File: src/rtl/side_panel_bars_if.sv
// Pixel bus between the raster timing / RGB mux side and the status-panel
// renderer.
//   h, v      : current pixel column and row
//   level     : requested bar count, saturated inside the renderer
//   rgb       : registered pixel colour, one cycle behind (h, v)
//   blinking  : high while a bar-count change is being highlighted
interface side_panel_bars_if #(
  parameter int LW = 4
);
  logic [9:0]    h;
  logic [9:0]    v;
  logic [LW-1:0] level;
  logic [23:0]   rgb;
  logic          blinking;

  // Raster side: drives coordinates and level, consumes colour.
  modport master (output h, v, level, input rgb, blinking);
  // Renderer side.
  modport slave  (input h, v, level, output rgb, blinking);
endinterface

File: src/rtl/side_panel_bars.sv
// Status-panel renderer for the right-hand side of a 640x480 display.
// Draws a stack of horizontal indicator bars over the panel background.
// The bar count is latched once per frame, on the (0,0) pixel, so a frame
// never tears. After every change the bars between the old and the new
// count blink for BLINK_FRAMES frames.
// Ports:
//   clk    : pixel clock
//   rst_n  : asynchronous active-low reset
//   bus    : slave side of side_panel_bars_if (h, v, level in; rgb, blinking out)
module side_panel_bars #(
  parameter int          NBARS        = 5,
  parameter int          LW           = 4,
  parameter int          PANEL_X      = 480,
  parameter int          BAR_X_LO     = 540,
  parameter int          BAR_X_HI     = 580,
  parameter int          BAR_Y0       = 455,
  parameter int          BAR_H        = 4,
  parameter int          BAR_PITCH    = 10,
  parameter int          BLINK_PERIOD = 8,
  parameter int          BLINK_FRAMES = 32,
  parameter logic [23:0] COL_BG       = 24'h000000,
  parameter logic [23:0] COL_PANEL    = 24'h880000,
  parameter logic [23:0] COL_BAR      = 24'h99FFFF
) (
  input  logic             clk,
  input  logic             rst_n,
  side_panel_bars_if.slave bus
);

  localparam int CW = 4;                      // holds 0..15 bars
  localparam int FW = $clog2(BLINK_FRAMES);
  localparam int PW = $clog2(BLINK_PERIOD);

  typedef enum logic [0:0] {
    IDLE  = 1'b0,
    BLINK = 1'b1
  } state_t;

  state_t          state_r, state_nxt_s;
  logic [CW-1:0]   shown_r, shown_nxt_s;
  logic [CW-1:0]   prev_r, prev_nxt_s;
  logic [FW-1:0]   frame_cnt_r, frame_cnt_nxt_s;
  logic [CW-1:0]   lvl_s;
  logic            frame_start_s;

  logic            col_hit_s;
  logic            row_hit_s;
  logic            bar_hit_s;
  logic [CW-1:0]   bar_idx_s;
  logic [CW-1:0]   lo_s, hi_s;
  logic [FW-1:0]   phase_cnt_s;
  logic            phase_on_s;
  logic [23:0]     pix_s;

  logic [23:0]     rgb_r;
  logic            blinking_r;

  assign frame_start_s = (bus.h == 10'd0) && (bus.v == 10'd0);

  // Saturate the requested level to the number of drawable bars.
  always_comb begin
    lvl_s = '0;
    if (int'(bus.level) > NBARS) begin
      lvl_s = CW'(NBARS);
    end else begin
      lvl_s = CW'(bus.level);
    end
  end

  // State, latched counts and blink frame counter.
  always_ff @(posedge clk or negedge rst_n) begin
    if (!rst_n) begin
      state_r     <= IDLE;
      shown_r     <= '0;
      prev_r      <= '0;
      frame_cnt_r <= '0;
    end else begin
      state_r     <= state_nxt_s;
      shown_r     <= shown_nxt_s;
      prev_r      <= prev_nxt_s;
      frame_cnt_r <= frame_cnt_nxt_s;
    end
  end

  // Next-state logic; everything only moves on a frame start.
  always_comb begin
    state_nxt_s     = state_r;
    shown_nxt_s     = shown_r;
    prev_nxt_s      = prev_r;
    frame_cnt_nxt_s = frame_cnt_r;
    case (state_r)
      IDLE: begin
        if (frame_start_s && (lvl_s != shown_r)) begin
          prev_nxt_s      = shown_r;
          shown_nxt_s     = lvl_s;
          frame_cnt_nxt_s = '0;
          state_nxt_s     = BLINK;
        end else begin
          state_nxt_s = IDLE;
        end
      end
      BLINK: begin
        if (!frame_start_s) begin
          state_nxt_s = BLINK;
        end else if (lvl_s != shown_r) begin
          // A new change during a blink restarts it from the current count.
          prev_nxt_s      = shown_r;
          shown_nxt_s     = lvl_s;
          frame_cnt_nxt_s = '0;
          state_nxt_s     = BLINK;
        end else if (frame_cnt_r == FW'(BLINK_FRAMES - 1)) begin
          prev_nxt_s  = shown_r;
          state_nxt_s = IDLE;
        end else begin
          frame_cnt_nxt_s = frame_cnt_r + FW'(1);
        end
      end
      default: begin
        state_nxt_s = IDLE;
      end
    endcase
  end

  // Find which bar rectangle (if any) the current row falls in. Row bounds
  // are evaluated as 11-bit signed values so bars stacked above row 0 go
  // negative instead of wrapping, and simply never match.
  always_comb begin
    col_hit_s = (bus.h > 10'(BAR_X_LO)) && (bus.h < 10'(BAR_X_HI));
    row_hit_s = 1'b0;
    bar_hit_s = 1'b0;
    bar_idx_s = '0;
    for (int k = 0; k < NBARS; k++) begin
      row_hit_s = ($signed({1'b0, bus.v}) >  $signed(11'(BAR_Y0 - k * BAR_PITCH))) &&
                  ($signed({1'b0, bus.v}) <= $signed(11'(BAR_Y0 - k * BAR_PITCH + BAR_H)));
      bar_idx_s = (row_hit_s && !bar_hit_s) ? CW'(k) : bar_idx_s;
      bar_hit_s = bar_hit_s | row_hit_s;
    end
  end

  // Pixel colour. Bars between the old and new count blink, whether they
  // were gained or lost; the phase flips every BLINK_PERIOD frames.
  always_comb begin
    lo_s        = (prev_r < shown_r) ? prev_r : shown_r;
    hi_s        = (prev_r < shown_r) ? shown_r : prev_r;
    phase_cnt_s = frame_cnt_r >> PW;
    phase_on_s  = ~phase_cnt_s[0];
    pix_s       = COL_BG;
    if (bus.h <= 10'(PANEL_X)) begin
      pix_s = COL_BG;
    end else if (col_hit_s && bar_hit_s) begin
      case (state_r)
        IDLE: begin
          pix_s = (bar_idx_s < shown_r) ? COL_BAR : COL_PANEL;
        end
        BLINK: begin
          if (bar_idx_s < lo_s) begin
            pix_s = COL_BAR;
          end else if (bar_idx_s < hi_s) begin
            pix_s = phase_on_s ? COL_BAR : COL_PANEL;
          end else begin
            pix_s = COL_PANEL;
          end
        end
        default: begin
          pix_s = COL_PANEL;
        end
      endcase
    end else begin
      pix_s = COL_PANEL;
    end
  end

  // Output registers; blinking follows the state register exactly.
  always_ff @(posedge clk or negedge rst_n) begin
    if (!rst_n) begin
      rgb_r      <= 24'h000000;
      blinking_r <= 1'b0;
    end else begin
      rgb_r      <= pix_s;
      blinking_r <= (state_nxt_s == BLINK);
    end
  end

  assign bus.rgb      = rgb_r;
  assign bus.blinking = blinking_r;

endmodule

File: src/flat_wrapper.sv
// flat-port wrapper written by rule: the top's interface ports become plain ports
module side_panel_bars_flat 
#(
  parameter int          NBARS        = 5,
  parameter int          LW           = 4,
  parameter int          PANEL_X      = 480,
  parameter int          BAR_X_LO     = 540,
  parameter int          BAR_X_HI     = 580,
  parameter int          BAR_Y0       = 455,
  parameter int          BAR_H        = 4,
  parameter int          BAR_PITCH    = 10,
  parameter int          BLINK_PERIOD = 8,
  parameter int          BLINK_FRAMES = 32,
  parameter logic [23:0] COL_BG       = 24'h000000,
  parameter logic [23:0] COL_PANEL    = 24'h880000,
  parameter logic [23:0] COL_BAR      = 24'h99FFFF
)
  (clk, rst_n, bus_h, bus_v, bus_level, bus_rgb, bus_blinking);
  side_panel_bars_if #(.LW(LW)) bus_i ();
  input  logic clk;
  input  logic rst_n;
  input wire logic [$bits(bus_i.h)-1:0] bus_h;
  input wire logic [$bits(bus_i.v)-1:0] bus_v;
  input wire logic [$bits(bus_i.level)-1:0] bus_level;
  output wire logic [$bits(bus_i.rgb)-1:0] bus_rgb;
  output wire logic [$bits(bus_i.blinking)-1:0] bus_blinking;
  assign bus_i.h = bus_h;
  assign bus_i.v = bus_v;
  assign bus_i.level = bus_level;
  assign bus_rgb = bus_i.rgb;
  assign bus_blinking = bus_i.blinking;
  side_panel_bars #(.NBARS(NBARS), .LW(LW), .PANEL_X(PANEL_X), .BAR_X_LO(BAR_X_LO), .BAR_X_HI(BAR_X_HI), .BAR_Y0(BAR_Y0), .BAR_H(BAR_H), .BAR_PITCH(BAR_PITCH), .BLINK_PERIOD(BLINK_PERIOD), .BLINK_FRAMES(BLINK_FRAMES), .COL_BG(COL_BG), .COL_PANEL(COL_PANEL), .COL_BAR(COL_BAR)) u_core (.clk(clk), .rst_n(rst_n), .bus(bus_i));
endmodule
File: config.mk
export PLATFORM = sky130hd
export DESIGN_NAME = side_panel_bars_flat
export DESIGN_NICKNAME = d
export VERILOG_FILES = /design/src/rtl/side_panel_bars_if.sv /design/src/rtl/side_panel_bars.sv /design/src/flat_wrapper.sv
export SDC_FILE = /design/constraint.sdc
export NUM_CORES = 1
export LEC_CHECK = 0
export ABC_AREA = 1
export CORE_ASPECT_RATIO = 1.1
export CORE_MARGIN = 2
export CORE_UTILIZATION = 25
export CTS_CLUSTER_DIAMETER = 100
export CTS_CLUSTER_SIZE = 30
export DETAILED_ROUTE_END_ITERATION = 10
export PLACE_DENSITY = 0.52
export SLEW_MARGIN = 20
export SYNTH_ARGS = -nofsm -noshare
export SYNTH_HDL_FRONTEND = slang
export SYNTH_SLANG_ARGS = --single-unit
File: constraint.sdc
create_clock -name clk -period 2.4 [get_ports clk]
set_input_delay 0.36 -clock clk [delete_from_list [all_inputs] [get_ports clk]]
set_output_delay 0.36 -clock clk [all_outputs]
set_load 0.02 [all_outputs]
==> metrics, run 1 <==
ANT cells 0; Multi-input gate area 1060 um2; crit path capture u_core.bus.rgb[20]; Post-synth EDFFs 0; post-DR wirelength/cell 11.0 um; highest ir drop seen on vdd 0.000266 V; r2r setup slk 290 ps; iteration-0 DRC count of the detailed router 43; footprint of the flip-flops and latches 400 um2; IO Pins 51; Yosys reg bits 16; detailed-route via count 1678; LEAKAGE 1.10 nW; last weighted congestion value of the routability-driven placer 0.865; terminus of the critical flop-to-flop path u_core.bus.rgb[20]; die area 7680 um2; HPWL after detailed placement 3500 um; share of the clock period used by the worst path 92.8%; number of inserted filler cells in the final layout 713; worst-case clock skew 2.70 ps; clock root buffer clkbuf_8; number of standard cells in the final layout excluding fillers 383; number of design rule violations left after detail routing 0; layout cells sized above 1 14.6%; largest incremental delay on the critical path 570 ps; cell taking the most area after synthesis dfrtp_1; power per cell area 298 nW/um2; clock buffer count from CTS 3; average size of a mapped cell 6.78 um2; launch instance of the worst register-to-register path u_core.shown_r[3]; total wire length 4200 um; average vias per placed instance 4.38; CTS Buffer Depth 2; later-pin clock latency in the skew report 250 ps; Initial DRT Pass Iterations 4; Crit. End Element register; post-synthesis instance total 258; gr usage total 11.3%; post-route ant nets 0; async set-reset flop share out of synthesis 100%; Worst Path Class, Setup in2reg; level count of the clock H-tree 1; number of antenna violations at the first check in global routing 0; minimum clock period 2230 ps; vias in the first global route 1583; CP Max Fanout 6; die outline width 83.8 um; Seq/Total Area, Yosys 22.9%; Cell Area, Synth 1750 um2; Least-Margin Pin Slew 748 ps; CTS tree done; status finished, final reports clean; cell with the most instances after synthesis nand2_1; min-delay src u_core.shown_r[1]; Placement Rows 31; area fraction of the dominant cell type after synthesis 22.9%; cells on worst reg2reg path 12; clock slew seen by the registers of the worst setup and hold paths 70 ps; Primary FF master, synth dfrtp_1; cell count after placement 379; cell with the biggest individual delay on the critical path clkdlybuf4s50_1; number of failing setup endpoints in the final timing report 0; distinct cell type count of the synthesized netlist 33; endpoints failing hold 0; Rel. slew slack 50.0%; DIE HEIGHT 91.7 um; # nets final 341; CP startpoint kind input pin; MaxCap Viol Count 0; worst setup path startpoint bus_v[7]; class of the most critical hold timing path reg2reg; Max Slew Vio Count 0; fin area 2320 um2; cell area after placement 2250 um2; Post-CTS Hold Buffers 0; number of I/O port buffers 46; leading cell types by total area after synthesis dfrtp_1 (23%), nand2_1 (14%), buf_4 (9.4%); area of the placeable core 6670 um2; CP Data Required Time 2580 ps; pin count of the biggest net entering global routing 19; Cell Chain, Critical Path clkdlybuf4s50_1, nand3_1, nor2_2, inv_1, a2111oi_1, buf_4, ha_1, nand2_1, inv_1, nand2_1, nand2_1, nand2_1, nor2_1, nor2_1; fmax 0.449 GHz; data arrival time at the worst-slack endpoint 2400 ps; total congestion overflow 0; first-pass GRT wire length 7270 um; Synth top cells by count nand2_1 (64), inv_1 (34), nor2_1 (27); most common cell type on the critical path nand2_1; count of synthesis-stage warnings from yosys 0; starting density of the core 26.2%; Syn-to-layout area delta 32.6%; total number of clock tree sinks 16
[worst min-delay path by stage]
| stage | end | slack [ps] | depth (start not counted) |
|---|---|---|---|
| global route | u_core.prev_r[0] | 570 | 2 |
| detailed placement | u_core.shown_r[3] | 510 | 2 |
| CTS | u_core.shown_r[1] | 530 | 2 |
| finish | u_core.shown_r[1] | 520 | 2 |
| floorplan | u_core.bus.rgb[19] | 60 | 0 |
| global placement | u_core.shown_r[1] | 500 | 2 |
[flip-flops by register name (all words and copies together) (netlist names)]
| signal | count |
|---|---|
| u_core.bus.rgb | 2 |
| u_core.state_r | 1 |
| u_core.shown_r | 4 |
| u_core.frame_cnt_r | 5 |
| u_core.prev_r | 4 |
[per-stage QoR]
stage	util (%)	worst slack [ps]	hold WS, ps	total power [mW]	setup TNS, ps
after floorplan	-	331	64.4	0.369	0
after global placement	33.7	-145	503	0.455	-145
after detailed placement	33.7	-124	508	0.455	-124
after CTS	34.5	120	527	0.705	0
after global routing	34.8	-2.78	566	0.739	-2.78
final	34.8	174	522	0.691	0
[power by group]
group / switching, mW / internal, mW / total, mW
Combinational: 0.0937 / 0.0850 / 0.179
Sequential: 0.00192 / 0.271 / 0.273
Clock: 0.0936 / 0.145 / 0.239
Total: 0.189 / 0.501 / 0.691
[worst max-delay path: cells and delay by family]
family | cells | cell delay, ps
AOI/OAI and AO/OA | 1 | 360
adders and majority gates | 1 | 220
buffers and inverters | 4 | 860
and+or+nand+nor | 8 | 600
[routing by layer]
metal | global-route usage [%] | vias up | part of all wire, %
li1 | - | 888 | -
met1 | 14.5 | 748 | 46
met2 | 20.2 | 38 | 49
met3 | 1.26 | 4 | 4.0
met4 | 2.96 | 0 | 0.90
met5 | 0 | - | 0
[final cells by class]
| cell class | instances | share of cell area, % |
|---|---|---|
| inverter | 38 | 6.47 |
| sequential | 16 | 17.3 |
| clock buffer | 4 | 2.37 |
| multi-input combinational | 185 | 45.7 |
| timing repair buffer | 58 | 23.7 |
| tap | 82 | 4.42 |
[placed cells by master, fill, tap and decap left out, drive strengths merged]
cell / synthesis / final
nand2: 69 / 69
ha: 13 / 13
o21a: 1 / 1
a31oi: 1 / 1
clkinv: 1 / 1
nand3: 17 / 17
inv: 37 / 37
xor2: 2 / 2
o41ai: 1 / 1
clkbuf: 0 / 4
nand4: 4 / 4
and3: 1 / 1
nor3: 5 / 5
a21oi: 11 / 11
o21ai: 18 / 18
a2111oi: 1 / 1
dfrtp: 16 / 16
conb: 1 / 4
clkdlybuf4s50: 0 / 46
nand3b: 1 / 1
buf: 22 / 12
o31ai: 1 / 1
nor4: 2 / 2
nor2: 33 / 33
[what timing repair did]
action	in CTS	in global routing
setup buffers	0	0
gates resized for setup	0	3
endpoints found under the setup margin	0	1
[cells by family (layout without fill, tap and decap cells)]
kind of cell / after synthesis / count (layout) / synth area share, %
and+or+nand+nor: 132 / 132 / 36.6
AOI/OAI and AO/OA: 34 / 34 / 12.0
buffers and inverters: 60 / 100 / 18.0
DFF: 16 / 16 / 22.9
adders and majority gates: 13 / 13 / 9.30
other: 1 / 4 / 0.214
xor gates and xnor gates: 2 / 2 / 1.00
No activity file was read; power rests on OpenSTA's default activity.
==> run 2: changes to the inputs <==
- PLACE_DENSITY: 0.52 -> 0.53
- clock period: 2.4 -> 2.02 ns (I/O delays scaled with it)
==> run 2 against run 1 <==
Register-to-register slack lost 190 ps. Final area is 15% higher. Non-clock buffer count up 34. Combinational power is 37% higher.
==> metrics, run 2 (synthesized netlist as in run 1, its figures left out) <==
status finished, final reports clean (unchanged); Crit. End Element register (unchanged); cell family with the largest share of critical-path delay simple AND/OR/NAND/NOR gates (was buffers and inverters); post-route ant nets 0 (unchanged); layer carrying the most global-route usage met2 (unchanged); Max Slew Vio Count 0 (unchanged); class of the most critical hold timing path in2async (was reg2reg); number of antenna violations at the first check in global routing 0 (unchanged); post-DR wirelength/cell 10.8 um (was 11.0 um); Cell Chain, Critical Path buf_4, ha_1, a21oi_4, nand2_4, nor2_1, a21oi_1, ha_1, nand2_1, nand2_1, nand2_1, nand2_1, nand2_1, nor2_1, nor2_1 (was clkdlybuf4s50_1, nand3_1, nor2_2, inv_1, a2111oi_1, buf_4, ha_1, nand2_1, inv_1, nand2_1, nand2_1, nand2_1, nor2_1, nor2_1); Most flops, register u_core.frame_cnt_r (unchanged); post-layout worst setup margin 101 ps (was 174 ps); most common cell type on the critical path nand2_1 (unchanged); LEAKAGE 1.33 nW (was 1.10 nW); Post-CTS Hold Buffers 0 (unchanged); CP Max Fanout 5 (was 6); highest ir drop seen on vdd 0.000216 V (was 0.000266 V); vias in the first global route 1806 (was 1583); worst setup path startpoint u_core.prev_r[3] (was bus_v[7]); HPWL after detailed placement 3630 um (was 3500 um); worst path buffer plus inverter count 1 (was 4); Syn-to-layout area delta 52.1% (was 32.6%); layout cells sized above 1 27.7% (was 14.6%); global routing met1 resource utilization 15.7% (was 14.5%); Placement Rows 31 (unchanged); clock slew seen by the registers of the worst setup and hold paths 70 ps (about the same); number of I/O port buffers 46 (unchanged); Worst Path Class, Setup reg2reg (was in2reg); number of design rule violations left after detail routing 0 (unchanged); # nets final 376 (was 341); CTS tree done (unchanged); data arrival time at the worst-slack endpoint 2070 ps (was 2400 ps); setup slack at placement -416 ps (was -124 ps); DIE HEIGHT 91.7 um (unchanged); endpoints failing hold 0 (unchanged); largest registers u_core.frame_cnt_r (5), u_core.prev_r (4), u_core.shown_r (4) (unchanged); most common library cell in the layout ignoring fill and taps nand2_1 (unchanged); fmax 0.521 GHz; power per cell area 324 nW/um2 (was 298 nW/um2); met3 demand-to-capacity share in global routing 2.25% (was 1.26%); CP Data Required Time 2170 ps (was 2580 ps); minimum clock period 1920 ps; cell area after placement 2470 um2 (was 2250 um2); gr usage total 12.3% (was 11.3%); number of flip-flops under the largest register name 5 (unchanged); fin area 2660 um2 (was 2320 um2); last weighted congestion value of the routability-driven placer 0.822 (was 0.865); ANT cells 0 (unchanged); pin count of the biggest net entering global routing 19 (unchanged); iteration-0 DRC count of the detailed router 29 (was 43); starting density of the core 26.2% (unchanged); share of the core filled with cells 39.9% (was 34.8%); launch instance of the worst register-to-register path u_core.prev_r[3] (was u_core.shown_r[3]); clock root buffer clkbuf_8 (unchanged); die area 7680 um2 (unchanged); Initial DRT Pass Iterations 4 (unchanged); level count of the clock H-tree 1 (unchanged); met2 usage 21.6% (was 20.2%); number of standard cells in the final layout excluding fillers 418 (was 383); area of the placeable core 6670 um2 (unchanged); setup repair after global routing missed its margin yes; average vias per placed instance 4.29 (was 4.38); cell with the biggest individual delay on the critical path dfrtp_1 (was clkdlybuf4s50_1); MaxCap Viol Count 0 (unchanged); cell count after placement 408 (was 379); total congestion overflow 0 (unchanged); total wire length 4520 um (was 4200 um); CTS Buffer Depth 2 (unchanged); CP startpoint kind register (was input pin); worst-case clock skew 4.11 ps (was 2.70 ps); die outline width 83.8 um (unchanged); clock buffer count from CTS 3 (unchanged); top library cells by usage in the layout, fill and taps aside nand2_1 (62), buf_4 (46), clkdlybuf4s50_1 (38), inv_1 (29), nor2_1 (24) (was nand2_1 (64), clkdlybuf4s50_1 (46), inv_1 (34), nor2_1 (27), dfrtp_1 (16)); detailed-route via count 1793 (was 1678); number of failing setup endpoints in the final timing report 0 (unchanged); later-pin clock latency in the skew report 250 ps (about the same); IO Pins 51 (unchanged); number of inserted filler cells in the final layout 707 (was 713); total number of clock tree sinks 16 (unchanged); share of the clock period used by the worst path 95.0%; first-pass GRT wire length 7960 um (was 7270 um); largest incremental delay on the critical path 390 ps (was 570 ps)
[run 2: cell types whose count changed in the layout (fill, tap and decap cells not counted), sizes merged]
cell	delta
dlygate4sd2	+3
clkdlybuf4s50	-8
buf	+34
dlymetal6s2s	+5
nand2	+1
[run 2: cell type report]
class | count | area (um2) | share of cell area (%)
clock buffers | 4 | 55.1 | 2.07
inverters | 38 | 150 | 5.64
multi-input cells | 186 | 1140 | 42.8
flip-flops and latches | 16 | 400 | 15.1
well taps | 82 | 103 | 3.86
repair buffers | 92 | 815 | 30.6
[run 2: metal layers]
metal  wire length [um]  vias to the layer above
met1               2160                      794
met5                  0                        -
li1                   -                      960
met4                 40                        0
met3                209                        4
met2               2110                       35
[run 2: final timing paths]
| path | cells after the start | end | slack (ps) |
|---|---|---|---|
| max | 14 | u_core.bus.rgb[20] | 100 |
| min | 2 | u_core.shown_r[0] | 380 |
| max reg2reg | 14 | u_core.bus.rgb[20] | 100 |
| min reg2reg | 2 | u_core.prev_r[0] | 530 |
| max in group asynchronous | 2 | u_core.bus.rgb[19] | 1440 |
| min in group clk | 2 | u_core.prev_r[0] | 530 |
[run 2: metrics by stage]
stage                     power (mW)  hold slack, ps  TNS (ps)
final                          0.862             379         0
after global routing           0.919             395     -25.6
after CTS                      0.873             388         0
after detailed placement       0.569             508      -952
after global placement         0.569             505      -600
after floorplan                0.439            7.41         0
[run 2: worst register-to-register path, delay by kind of cell (launching register included)]
kind,cells,cell delay [ps]
DFF,1,390
and+or+nand+nor,9,550
AOI/OAI and AO/OA,2,240
buffers and inverters,1,150
adders and majority gates,2,490
[run 2: report_power, final]
| group | switching (mW) | total [mW] | internal (mW) |
|---|---|---|---|
| registers | 0.00212 | 0.324 | 0.322 |
| logic | 0.122 | 0.245 | 0.123 |
| clock network | 0.121 | 0.294 | 0.173 |
| total | 0.245 | 0.862 | 0.618 |
[run 2: repair_timing]
| item | CTS | global route |
|---|---|---|
| resized for setup | 12 | 20 |
| setup buffers | 1 | 4 |
| hold endpoints to repair | 0 | 0 |
| setup endpoints to repair | 1 | 4 |
| gates cloned | 1 | 0 |
| pin swaps | 3 | 14 |
==> run 3: changes to the inputs <==
- PLACE_DENSITY: 0.53 -> not set
==> run 3 against run 2 <==
Global-route usage fell by 0.39 points. Register-to-register slack got worse by 40 ps. Via count rose by 2.1%. Maximum frequency fell by 1.9%. Flip-flop and latch count did not move. Largest cell class unchanged.
==> metrics, run 3 (synthesized netlist as in run 1, its figures left out) <==
number of design rule violations left after detail routing 0 (unchanged); level count of the clock H-tree 1 (unchanged); worst-case clock skew 5.18 ps (was 4.11 ps); iteration-0 DRC count of the detailed router 55 (was 29); number of flip-flops under the largest register name 5 (unchanged); Cell Chain, Critical Path inv_2, ha_4, inv_2, a21oi_4, nand2_4, nor2_1, a21oi_1, ha_1, nand2_1, nand2_1, nand2_1, nand2_1, nand2_1, nor2_1, nor2_1 (was buf_4, ha_1, a21oi_4, nand2_4, nor2_1, a21oi_1, ha_1, nand2_1, nand2_1, nand2_1, nand2_1, nand2_1, nor2_1, nor2_1); highest ir drop seen on vdd 0.000263 V (was 0.000216 V); CP Data Required Time 2170 ps (about the same); most common cell type on the critical path nand2_1 (unchanged); HPWL after detailed placement 3570 um (was 3630 um); number of antenna violations at the first check in global routing 0 (unchanged); post-DR wirelength/cell 10.9 um (was 10.8 um); gr usage total 11.9% (was 12.3%); die area 7680 um2 (unchanged); class of the most critical hold timing path in2async (unchanged); Placement Rows 31 (unchanged); vias in the first global route 1702 (was 1806); Max Slew Vio Count 0 (unchanged); minimum clock period 1960 ps (was 1920 ps); total power consumption of the routed design 0.866 mW (was 0.862 mW); largest registers u_core.frame_cnt_r (5), u_core.prev_r (4), u_core.shown_r (4) (unchanged); IO Pins 51 (unchanged); clock root buffer clkbuf_8 (unchanged); average vias per placed instance 4.39 (was 4.29); clock slew seen by the registers of the worst setup and hold paths 70 ps (about the same); # nets final 375 (was 376); detailed-route via count 1831 (was 1793); MaxCap Viol Count 0 (unchanged); CP startpoint kind register (unchanged); terminus of the critical flop-to-flop path u_core.bus.rgb[20] (unchanged); share of the clock period used by the worst path 96.8% (was 95.0%); endpoints failing hold 0 (unchanged); data arrival time at the worst-slack endpoint 2110 ps (was 2070 ps); fmax 0.511 GHz (was 0.521 GHz); cells on worst reg2reg path 15 (was 14); total congestion overflow 0 (unchanged); cell with the biggest individual delay on the critical path dfrtp_1 (unchanged); later-pin clock latency in the skew report 250 ps (about the same); Most flops, register u_core.frame_cnt_r (unchanged); setup slack at placement -559 ps (was -416 ps); post-route ant nets 0 (unchanged); launch instance of the worst register-to-register path u_core.shown_r[3] (was u_core.prev_r[3]); LEAKAGE 1.32 nW (was 1.33 nW); layout cells sized above 1 27.5% (was 27.7%); clock buffer count from CTS 3 (unchanged); number of I/O port buffers 46 (unchanged); pin count of the biggest net entering global routing 19 (unchanged); worst path buffer plus inverter count 2 (was 1); CP Max Fanout 5 (unchanged); ANT cells 0 (unchanged); worst setup path startpoint u_core.shown_r[3] (was u_core.prev_r[3]); total wire length 4530 um (was 4520 um); first-pass GRT wire length 7580 um (was 7960 um); cell count after placement 404 (was 408); TNS Setup 0 ps (unchanged); post-route worst hold slack 371 ps (was 379 ps); starting density of the core 26.2% (unchanged); r2r setup slk 60 ps (was 100 ps); power per cell area 326 nW/um2 (was 324 nW/um2); area of the placeable core 6670 um2 (unchanged); most common library cell in the layout ignoring fill and taps nand2_1 (unchanged); Crit. End Element register (unchanged); last weighted congestion value of the routability-driven placer 0.832 (was 0.822); CTS Buffer Depth 2 (unchanged); top library cells by usage in the layout, fill and taps aside nand2_1 (62), buf_4 (45), clkdlybuf4s50_1 (37), inv_1 (30), nor2_1 (23) (was nand2_1 (62), buf_4 (46), clkdlybuf4s50_1 (38), inv_1 (29), nor2_1 (24)); CTS tree done (unchanged); largest incremental delay on the critical path 370 ps (was 390 ps); die outline width 83.8 um (unchanged); post-layout worst setup margin 64.0 ps (was 101 ps); total number of clock tree sinks 16 (unchanged); Worst Path Class, Setup reg2reg (unchanged); Syn-to-layout area delta 51.9% (was 52.1%); cell family with the largest share of critical-path delay simple AND/OR/NAND/NOR gates (unchanged); number of failing setup endpoints in the final timing report 0 (unchanged); number of standard cells in the final layout excluding fillers 417 (was 418); DIE HEIGHT 91.7 um (unchanged); setup repair after global routing missed its margin yes (unchanged); status finished, final reports clean (unchanged); Initial DRT Pass Iterations 4 (unchanged)
-- run 3: area by class of cell --
cell class	count	area (um2)
multi-input cells	186	1150
repair buffers	91	802
well taps	82	103
fillers	689	4010
inverters	38	150
clock buffers	4	55.1
flip-flops and latches	16	400
-- run 3: repair_timing --
| item | in CTS | in global routing |
|---|---|---|
| cloned | 1 | 0 |
| setup endpoints to repair | 1 | 3 |
| endpoints found under the hold margin | 0 | 0 |
| resized for setup | 14 | 19 |
| pin swaps | 3 | 16 |
| setup buffers | 2 | 6 |
| hold buffers | 0 | 0 |
-- run 3: per-stage QoR --
step | instance area (um2) | utilization, %
3_3_place_gp | 2440 | 36.5
3_5_place_dp | 2440 | 36.5
5_1_grt | 2660 | 39.8
2_1_floorplan | 1760 | -
4_1_cts | 2540 | 38.1
6_report | 2660 | 39.8
-- run 3: how the worst max path moves through the flow --
| stage | end | slack, ps | depth (start not counted) |
|---|---|---|---|
| floorplan | u_core.bus.rgb[20] | 8 | 13 |
| global placement | u_core.bus.rgb[20] | -540 | 14 |
| detailed placement | u_core.bus.rgb[20] | -560 | 14 |
| CTS | u_core.bus.rgb[20] | 3 | 15 |
| global route | u_core.bus.rgb[20] | -90 | 15 |
| finish | u_core.bus.rgb[20] | 60 | 15 |
-- run 3: power by group --
group / switching, mW / leakage [nW] / internal (mW) / total, mW
combinational: 0.125 / 1.10 / 0.120 / 0.245
sequential: 0.00199 / 0.195 / 0.322 / 0.324
clock: 0.125 / 0.0288 / 0.173 / 0.298
-- run 3: routing by layer --
| metal | vias to the layer above | GRT usage (%) | share of wire, % |
|---|---|---|---|
| met5 | - | 0 | 0 |
| met1 | 829 | 14.9 | 46 |
| met4 | 0 | 3.23 | 1.5 |
| li1 | 959 | - | - |
| met3 | 6 | 1.98 | 3.5 |
| met2 | 37 | 21.2 | 49 |
